===== config.mk =====
export PLATFORM = sky130hd
export DESIGN_NAME = rf_wb_arbiter
export DESIGN_NICKNAME = d
export VERILOG_FILES = /design/src/rtl/rf_wb_arbiter.sv
export SDC_FILE = /design/constraint.sdc
export NUM_CORES = 1
export LEC_CHECK = 0
export CAP_MARGIN = 15
export CORE_MARGIN = 1
export CORE_UTILIZATION = 38
export DETAILED_ROUTE_END_ITERATION = 6
export GPL_TIMING_DRIVEN = 0
export PLACE_DENSITY = 0.87
export SLEW_MARGIN = 20
export SYNTH_ARGS = -nofsm -noshare
export SYNTH_HDL_FRONTEND = slang
export SYNTH_SLANG_ARGS = --single-unit
export TNS_END_PERCENT = 5

===== constraint.sdc =====
create_clock -name clk -period 1.3 [get_ports clk]
set_clock_uncertainty 0.05 [all_clocks]
set_input_delay 0.13 -clock clk [delete_from_list [all_inputs] [get_ports clk]]
set_output_delay 0.13 -clock clk [all_outputs]
set_load 0.03 [all_outputs]

===== src/rtl/rf_wb_arbiter.sv =====
// Round-robin arbiter for the register file's single write port (ALU vs LSU),
// with one registered write stage and a pending-write scoreboard.
module rf_wb_arbiter #(
  parameter int XLEN      = 32,
  parameter int AW        = 5,
  parameter bit LSU_FIRST = 1'b1
) (
  input  logic              clk,
  input  logic              rst,
  input  logic              alu_valid,
  input  logic [AW-1:0]     alu_rd,
  input  logic [XLEN-1:0]   alu_data,
  output logic              alu_ready,
  input  logic              lsu_valid,
  input  logic [AW-1:0]     lsu_rd,
  input  logic [XLEN-1:0]   lsu_data,
  output logic              lsu_ready,
  input  logic              issue_valid,
  input  logic [AW-1:0]     issue_rd,
  output logic              rf_we,
  output logic [AW-1:0]     rf_wa,
  output logic [XLEN-1:0]   rf_wd,
  output logic [2**AW-1:0]  busy
);

  localparam int NREG = 2**AW;

  logic              ptr_lsu_reg;
  logic              rf_we_reg;
  logic [AW-1:0]     rf_wa_reg;
  logic [XLEN-1:0]   rf_wd_reg;
  logic [NREG-1:0]   busy_reg;
  logic [NREG-1:0]   busy_next;

  logic              contested;
  logic              grant_any;
  logic [AW-1:0]     grant_rd;
  logic [XLEN-1:0]   grant_data;

  assign contested  = alu_valid & lsu_valid;
  assign lsu_ready  = lsu_valid & (~alu_valid | ptr_lsu_reg);
  assign alu_ready  = alu_valid & (~lsu_valid | ~ptr_lsu_reg);
  assign grant_any  = lsu_ready | alu_ready;
  assign grant_rd   = lsu_ready ? lsu_rd : alu_rd;
  assign grant_data = lsu_ready ? lsu_data : alu_data;

  // Pointer names the side that wins the next contested cycle.
  always_ff @(posedge clk or negedge rst) begin
    if (!rst) begin
      ptr_lsu_reg <= LSU_FIRST;
    end else if (contested) begin
      ptr_lsu_reg <= ~ptr_lsu_reg;
    end
  end

  // Writes to x0 are accepted but never reach the register file.
  always_ff @(posedge clk or negedge rst) begin
    if (!rst) begin
      rf_we_reg <= 1'b0;
      rf_wa_reg <= '0;
      rf_wd_reg <= '0;
    end else begin
      rf_we_reg <= grant_any && (grant_rd != '0);
      if (grant_any) begin
        rf_wa_reg <= grant_rd;
        rf_wd_reg <= grant_data;
      end
    end
  end

  // Per-register scoreboard: a new reservation overrides a simultaneous writeback clear.
  generate
    for (genvar gi = 0; gi < NREG; gi++) begin : g_busy
      if (gi == 0) begin : g_x0
        assign busy_next[gi] = 1'b0;
      end else begin : g_xn
        assign busy_next[gi] = (issue_valid && (issue_rd == AW'(gi))) |
                               (busy_reg[gi] & ~(rf_we_reg && (rf_wa_reg == AW'(gi))));
      end
    end
  endgenerate

  always_ff @(posedge clk or negedge rst) begin
    if (!rst) begin
      busy_reg <= '0;
    end else begin
      busy_reg <= busy_next;
    end
  end

  assign rf_we = rf_we_reg;
  assign rf_wa = rf_wa_reg;
  assign rf_wd = rf_wd_reg;
  assign busy  = busy_reg;

endmodule


==> results of run 1 <==
[layout make-up]
cell class                 instances  area, sq um  area share (%)
multi-input combinational        221         1570            28.3
timing repair buffer             168         1580            28.4
inverter                          34          128            2.29
clock buffer                      11          141            2.54
tap                              108          135            2.43
sequential                        70         1760            31.6
clock inverter                     5         81.3            1.46
buffer                            20          166            2.99
[metal layers]
metal  vias to the layer above  GRT usage, %  routed length, microns
li1                       1631             -                       -
met1                      1780          28.2                    4660
met2                       178          42.1                    5850
met3                        24          4.89                     744
met4                         0          10.3                     257
met5                         -             0                       0
[stage by stage]
| step | total power, mW | instances | hold slack [ns] | setup TNS [ns] | util (%) |
|---|---|---|---|---|---|
| floorplan | 6.27 | 346 | -0.216 | -1.13 | - |
| global placement | 8.55 | 607 | 0.432 | -169.14 | 58.5 |
| detailed placement | 8.75 | 608 | -0.0335 | -15.55 | 58.8 |
| CTS | 10.5 | 633 | 0.141 | -2.22 | 62.4 |
| global route | 11.2 | 637 | 0.168 | -5.74 | 63.2 |
| finish | 10.7 | 637 | 0.155 | -2.62 | 63.2 |
[how the worst max path moves through the flow]
stage | start | slack [ns] | to | depth (start not counted)
final | ptr_lsu_reg$_DFFE_PN1P_ | -0.25 | alu_ready | 5
after global routing | ptr_lsu_reg$_DFFE_PN1P_ | -0.30 | alu_ready | 5
after CTS | ptr_lsu_reg$_DFFE_PN1P_ | -0.27 | alu_ready | 5
after detailed placement | alu_valid | -0.77 | alu_ready | 6
after global placement | rst | -2.48 | rf_wa[4]$_DFFE_PN0P_ | 1
after floorplan | rf_wa[4]$_DFFE_PN0P_ | -0.10 | busy[12]$_DFF_PN0_ | 3
[power by group]
part	leakage, nW	total [mW]	internal [mW]	switching, mW
sequential	0.789	3.56	2.99	0.568
clock	0.110	2.00	1.14	0.860
combinational	1.43	5.18	2.03	3.14
[cell families after synthesis]
logic type	Yosys count	synth area share [%]
xor+xnor	1	0.252
other cells	1	0.108
flops	70	50.4
mux	37	12.0
compound gates	134	22.1
simple gates	48	8.13
buf+inv	55	7.08
[cell usage in the layout (no fill, tap or decap), drive strengths merged]
| cell type | Yosys | final |
|---|---|---|
| a21bo | 1 | 1 |
| a21boi | 1 | 1 |
| a31oi | 32 | 32 |
| buf | 13 | 32 |
| bufinv | 0 | 2 |
| clkbuf | 8 | 38 |
| clkdlybuf4s15 | 0 | 42 |
| clkdlybuf4s50 | 0 | 81 |
| clkinv | 0 | 1 |
| clkinvlp | 0 | 1 |
| conb | 1 | 1 |
| dfrtp | 69 | 69 |
| dfstp | 1 | 1 |
| dlygate4sd2 | 0 | 5 |
| dlygate4sd3 | 0 | 1 |
| inv | 34 | 35 |
| mux2 | 37 | 37 |
| nand2 | 7 | 7 |
| nand2b | 6 | 6 |
| nand3 | 2 | 2 |
| nand3b | 2 | 2 |
| nand4 | 2 | 2 |
| nand4b | 5 | 5 |
| nand4bb | 3 | 3 |
| nor2 | 14 | 14 |
| nor2b | 1 | 1 |
| nor3 | 1 | 1 |
| o21ai | 62 | 62 |
| o22ai | 37 | 37 |
| o2bb2ai | 1 | 1 |
| or2 | 3 | 3 |
| or4 | 1 | 1 |
| or4b | 1 | 1 |
| xnor2 | 1 | 1 |
[timing repair]
action                                 CTS  global route
cloned                                   0             0
setup endpoints to repair              114           116
pin swaps                                2             5
resized for setup                      146            83
endpoints found under the hold margin   69             0
setup buffers                            9             4
hold buffers                             1             0
==> metrics.md, run 1 <==
| Metric | Value |
|---|---|
| Arr. time, crit path | roughly 1.4 ns |
| Maxcap violations | 0 |
| #FFs+latches synth | 70 |
| P_leak | 2.33 nW |
| Number of nets in the layout | ~610 |
| Crit share post-route | 119% |
| Worst-Margin Slew | ~0.53 ns |
| Drt drc | 22 |
| Buf/Inv on CP | 4 |
| First DRT Iteration DRCs | 181 |
| Commonest cells in the netlist | dfrtp_1 (69), o21ai_0 (56), o22ai_1 (37), inv_1 (34) |
| Async SR Flop Fraction | 100% |
| Final setup fails | between 40 and 50 |
| Setup WS pre-CTS | -0.772 ns |
| Max incr delay on CP | around 0.56 ns |
| Final Max Tran Viols | 0 |
| Clk buf depth | 2 |
| Critical path required time | roughly 1.1 ns |
| Max transition margin | 64.6% |
| Sequential area share after synthesis | 50.4% |
| Row Count | 34 |
| Fillers | ~710 |
| Largest net degree at the start of global routing | 55 |
| Highest Clock Rate | approximately 0.65 GHz |
| N_diodes | 0 |
| DRT antenna net count | 0 |
| Clock Sinks | 70 |
| DR WL/cell | 18.1 microns |
| CP Max Fanout | 2 |
| Status | complete, but fails checks |
| Startpoint Class | flip-flop |
| HP Class | input pin to asynchronous set/reset pin |
| Syn. warnings | 0 |
| Core Box Area | about 8800 sq um |
| GP Congestion | a little over 0.9 |
| GRT overflow | 0 |
| Die height | 97.7 microns |
| VDD IR max | a little under 0.0008 V |
| Post-DP HPWL | a little over 8 mm |
| Number of synthesized flops with an enable pin | 0 |
| Clock period minus final worst setup slack | approximately 1.5 ns |
| RR Startpoint | ptr_lsu_reg$_DFFE_PN1P_ |
| Later-pin clock latency in the skew report | 0.34 ns |
| Vias in the first global route | 3,704 |
| Final setup margin | -0.250 ns |
| IO Port Bufs | around 150 |
| I/O pin count | 156 |
| Layout cells sized above 1 | between 10% and 20% |
| CTS clk-pin slew, worst paths | 0.08 ns |
| TritonCTS Buffers | 9 |
| Avg Inst Size Synth | 10.1 sq um |
| Syn Nets | 430 |
| Final Hold Fails | 0 |
| Critical path capture point type | output pin |
| CTS tree | built |
| Crit-path leading delay family | flip-flops |
| Total GRT Usage | about a quarter |
| Die area | ~9500 sq um |
| Synthesized area | 3480 sq um |
| Final WL | between 10 and 15 mm |
| Crit-path slowest cell | dfstp_2 |
| R2R cell count | 6 |
| Critical path cell sequence | a21bo_4, buf_8, buf_8, inv_2, buf_6 |
| Distinct cells, synth | 33 |
| DR vias | between 3,000 and 4,000 |
| H-tree depth | 3 |
| Power density over cell area | between 1500 and 2000 nW/um^2 |
| Root Driver | clkbuf_8 |
| Critical path type | flip-flop to output pin |
| Top cells by area, synth | dfrtp_1 (50%), mux2_1 (10%), o21ai_0 (8.1%), o22ai_1 (6.7%), a31oi_1 (5.8%) |
| DR pass1 iterations | 7 |
| Placed Area | 5180 sq um |
| Vias per cell | roughly 5.7 |
| Flip-flop count of the largest register after layout | 32 |
| Reg-to-reg critical path endpoint | rf_wa[1]$_DFFE_PN0P_ |
| Most numerous cell in the Yosys netlist | dfrtp_1 |
| Internal reg-to-reg setup slack | -0.13 ns |
| Final instance area | around 5600 sq um |
| Failing checks | DRC, setup timing |
| First-pass GRT wire length | 18.1 mm |
| Initial antenna violation count | 0 |
| Dominant synthesized flop cell | dfrtp_1 |
| RSZ-0062 raised after global routing | true |
| Post-synth top area cell | dfrtp_1 |
| Top cell type's share of synthesized area | 49.6% |
| Initial Util | between 30% and 40% |
| Post-synthesis instance total | approximately 350 |
| Area grow syn2layout | 59.9% |
| Most frequent CP cell | buf_8 |
| Chip width | about 100 microns |
Power figures use the tool's default switching activity.
==> run 2, diff against run 1 <==
--- a/config.mk
+++ b/config.mk
@@ -7,10 +7,10 @@
 export LEC_CHECK = 0
 export CAP_MARGIN = 15
 export CORE_MARGIN = 1
-export CORE_UTILIZATION = 38
+export CORE_UTILIZATION = 45
 export DETAILED_ROUTE_END_ITERATION = 6
 export GPL_TIMING_DRIVEN = 0
-export PLACE_DENSITY = 0.87
+export PLACE_DENSITY = 0.95
 export SLEW_MARGIN = 20
 export SYNTH_ARGS = -nofsm -noshare
 export SYNTH_HDL_FRONTEND = slang
==> constraint.sdc (replaced) <==
create_clock -name clk -period 1.9 [get_ports clk]
set_clock_uncertainty 0.05 [all_clocks]
set_input_delay 0.19 -clock clk [delete_from_list [all_inputs] [get_ports clk]]
set_output_delay 0.19 -clock clk [all_outputs]
set_load 0.03 [all_outputs]
==> metrics.md, run 2 (synthesis gave the netlist of run 1 again) <==
| Metric | Value |
|---|---|
| Status | finished, final reports clean |
| Clock Sinks | 70 (unchanged) |
| Max incr delay on CP | 0.73 ns (+0.17 ns) |
| Final setup fails | 0 (-100%) |
| Setup_tns | 0 ns (+2.62 ns) |
| HP Class | input pin to asynchronous set/reset pin |
| P_leak | 2.19 nW (-5.8%) |
| Initial antenna violation count | 0 (unchanged) |
| DR vias | 3,575 (-1.1%) |
| N_diodes | 0 (unchanged) |
| DR WL/cell | 18.0 microns (-0.20%) |
| Final instance area | 5390 sq um (-3.2%) |
| Total GRT Usage | 28.5% (+4.6 points) |
| Row Count | 31 (-8.8%) |
| Internal reg-to-reg setup slack | 0.43 ns (+0.56 ns) |
| RSZ-0062 raised after global routing | true |
| Placed Area | 5160 sq um (-0.39%) |
| Final Hold Fails | 0 (unchanged) |
| Vias per cell | 5.79 (+2.2%) |
| Crit share post-route | between 90% and 100% |
| Fillers | 533 (-25%) |
| Post-DP HPWL | 8.33 mm (+0.56%) |
| TritonCTS Buffers | 9 (unchanged) |
| CTS tree | built |
| Area grow syn2layout | 54.8% |
| Clk buf depth | 2 (unchanged) |
| Vias in the first global route | 3,658 (-1.2%) |
| Critical path type | flip-flop to output pin |
| Maxcap violations | 0 (unchanged) |
| Number of nets in the layout | 597 (-1.8%) |
| Final setup margin | 0.0543 ns (+0.304 ns) |
| GRT overflow | 0 (unchanged) |
| Worst-Margin Slew | 0.507 ns (-0.0242 ns) |
| RR Startpoint | rf_wa[1]$_DFFE_PN0P_ |
| Layout cells sized above 1 | 8.49% (-11 points) |
| First-pass GRT wire length | 18.2 mm (+0.57%) |
| Largest net degree at the start of global routing | 59 (+7.3%) |
| Cells after DPL | 599 (-1.5%) |
| CTS clk-pin slew, worst paths | 0.08 ns (about the same) |
| Flip-flop count of the largest register after layout | 32 (unchanged) |
| IO Port Bufs | 153 (unchanged) |
| Crit-path leading delay family | buffers and inverters |
| Critical path required time | 1.66 ns (+0.54 ns) |
| Reg-to-reg critical path endpoint | busy[12]$_DFF_PN0_ |
| Root Driver | clkbuf_8 |
| I/O pin count | 156 (unchanged) |
| Drt drc | 0 (-100%) |
| Arr. time, crit path | 1.61 ns (+0.24 ns) |
| Highest Clock Rate | about 0.54 GHz |
| First DRT Iteration DRCs | 206 (+14%) |
| Non-Filler Instances | 617 (-3.1%) |
| CP Max Fanout | 10 (+8) |
| Power density over cell area | 1340 nW/um^2 (-31%) |
| Critical path capture point type | output pin |
| DR pass1 iterations | 5 (-2) |
| R2R cell count | 3 (-3) |
| Buf/Inv on CP | 1 (-3) |
| Die area | 8090 sq um (-15%) |
| GP Congestion | 0.820 (-11%) |
| Setup WS pre-CTS | -0.358 ns (+0.414 ns) |
| H-tree depth | 3 (unchanged) |
| Commonest non-fill, non-tap cell in the layout | clkdlybuf4s50_1 |
| Critical path cell sequence | clkdlybuf4s50_1 |
| Clock period minus final worst setup slack | 1.85 ns |
| VDD IR max | 0.000628 V (-20%) |
| Core Box Area | 7370 sq um (-16%) |
| Initial Util | 47.2% (+7.7 points) |
| Most frequent cells in the layout | clkdlybuf4s50_1 (148), dfrtp_1 (69), o21ai_0 (56), o22ai_1 (37), inv_1 (34) |
| Crit-path slowest cell | clkdlybuf4s50_1 |
| Later-pin clock latency in the skew report | 0.35 ns (about the same) |
| Chip width | 89.9 microns (-7.9%) |
| DRT antenna net count | 0 (unchanged) |
| Max transition margin | 66.2% (+1.6 points) |
| Startpoint Class | flip-flop |
| Final WL | 11.1 mm (-3.3%) |
| Final Max Tran Viols | 0 (unchanged) |
| Die height | 89.9 microns (-7.9%) |
| Total power | 7.20 mW (-33%) |
run 2: stage by stage:
stage	hold WS, ns	utilization, %
6_report	0.183	73.1
5_1_grt	0.192	73.1
4_1_cts	0.176	73.0
3_5_place_dp	0.0113	70.0
3_3_place_gp	0.433	69.7
2_1_floorplan	-0.156	-
run 2: per-layer routing:
metal | vias up | track usage (%) | wire length (microns)
met5 | - | 0 | 0
met1 | 1736 | 33.0 | 4170
met3 | 22 | 7.95 | 993
li1 | 1610 | - | -
met2 | 207 | 50.7 | 5720
met4 | 0 | 9.54 | 242
run 2: worst max path at each step:
stage | depth (start not counted) | from | slack (ns) | end
after floorplan | 4 | ptr_lsu_reg$_DFFE_PN1P_ | 0.11 | rf_we$_DFF_PN0_
after global placement | 1 | rst | -1.72 | rf_wd[15]$_DFFE_PN0P_
after detailed placement | 4 | alu_valid | -0.36 | lsu_ready
after CTS | 5 | ptr_lsu_reg$_DFFE_PN1P_ | -0.05 | alu_ready
after global routing | 5 | ptr_lsu_reg$_DFFE_PN1P_ | -0.003 | alu_ready
final | 1 | rf_wa[4]$_DFFE_PN0P_ | 0.05 | rf_wa[4]
run 2: layout make-up:
type	instances	area [sq um]	area share, %
plain buffers	20	119	2.21
multi-input cells	221	1480	27.5
flip-flops and latches	70	1750	32.6
inverters	34	128	2.37
clock inverters	6	61.3	1.14
repair buffers	157	1580	29.4
well taps	99	124	2.30
clock buffers	10	138	2.56
run 2: where the power goes:
group	switching, mW	total, mW	internal, mW
Clock	0.589	1.23	0.637
Combinational	2.05	3.56	1.51
Sequential	0.370	2.41	2.04
run 2: timing repair:
action	CTS	global route
endpoints found under the hold margin	69	0
hold buffers	1	0
pin swaps	0	0
setup endpoints to repair	2	4
setup buffers	2	0
gates resized for setup	8	6
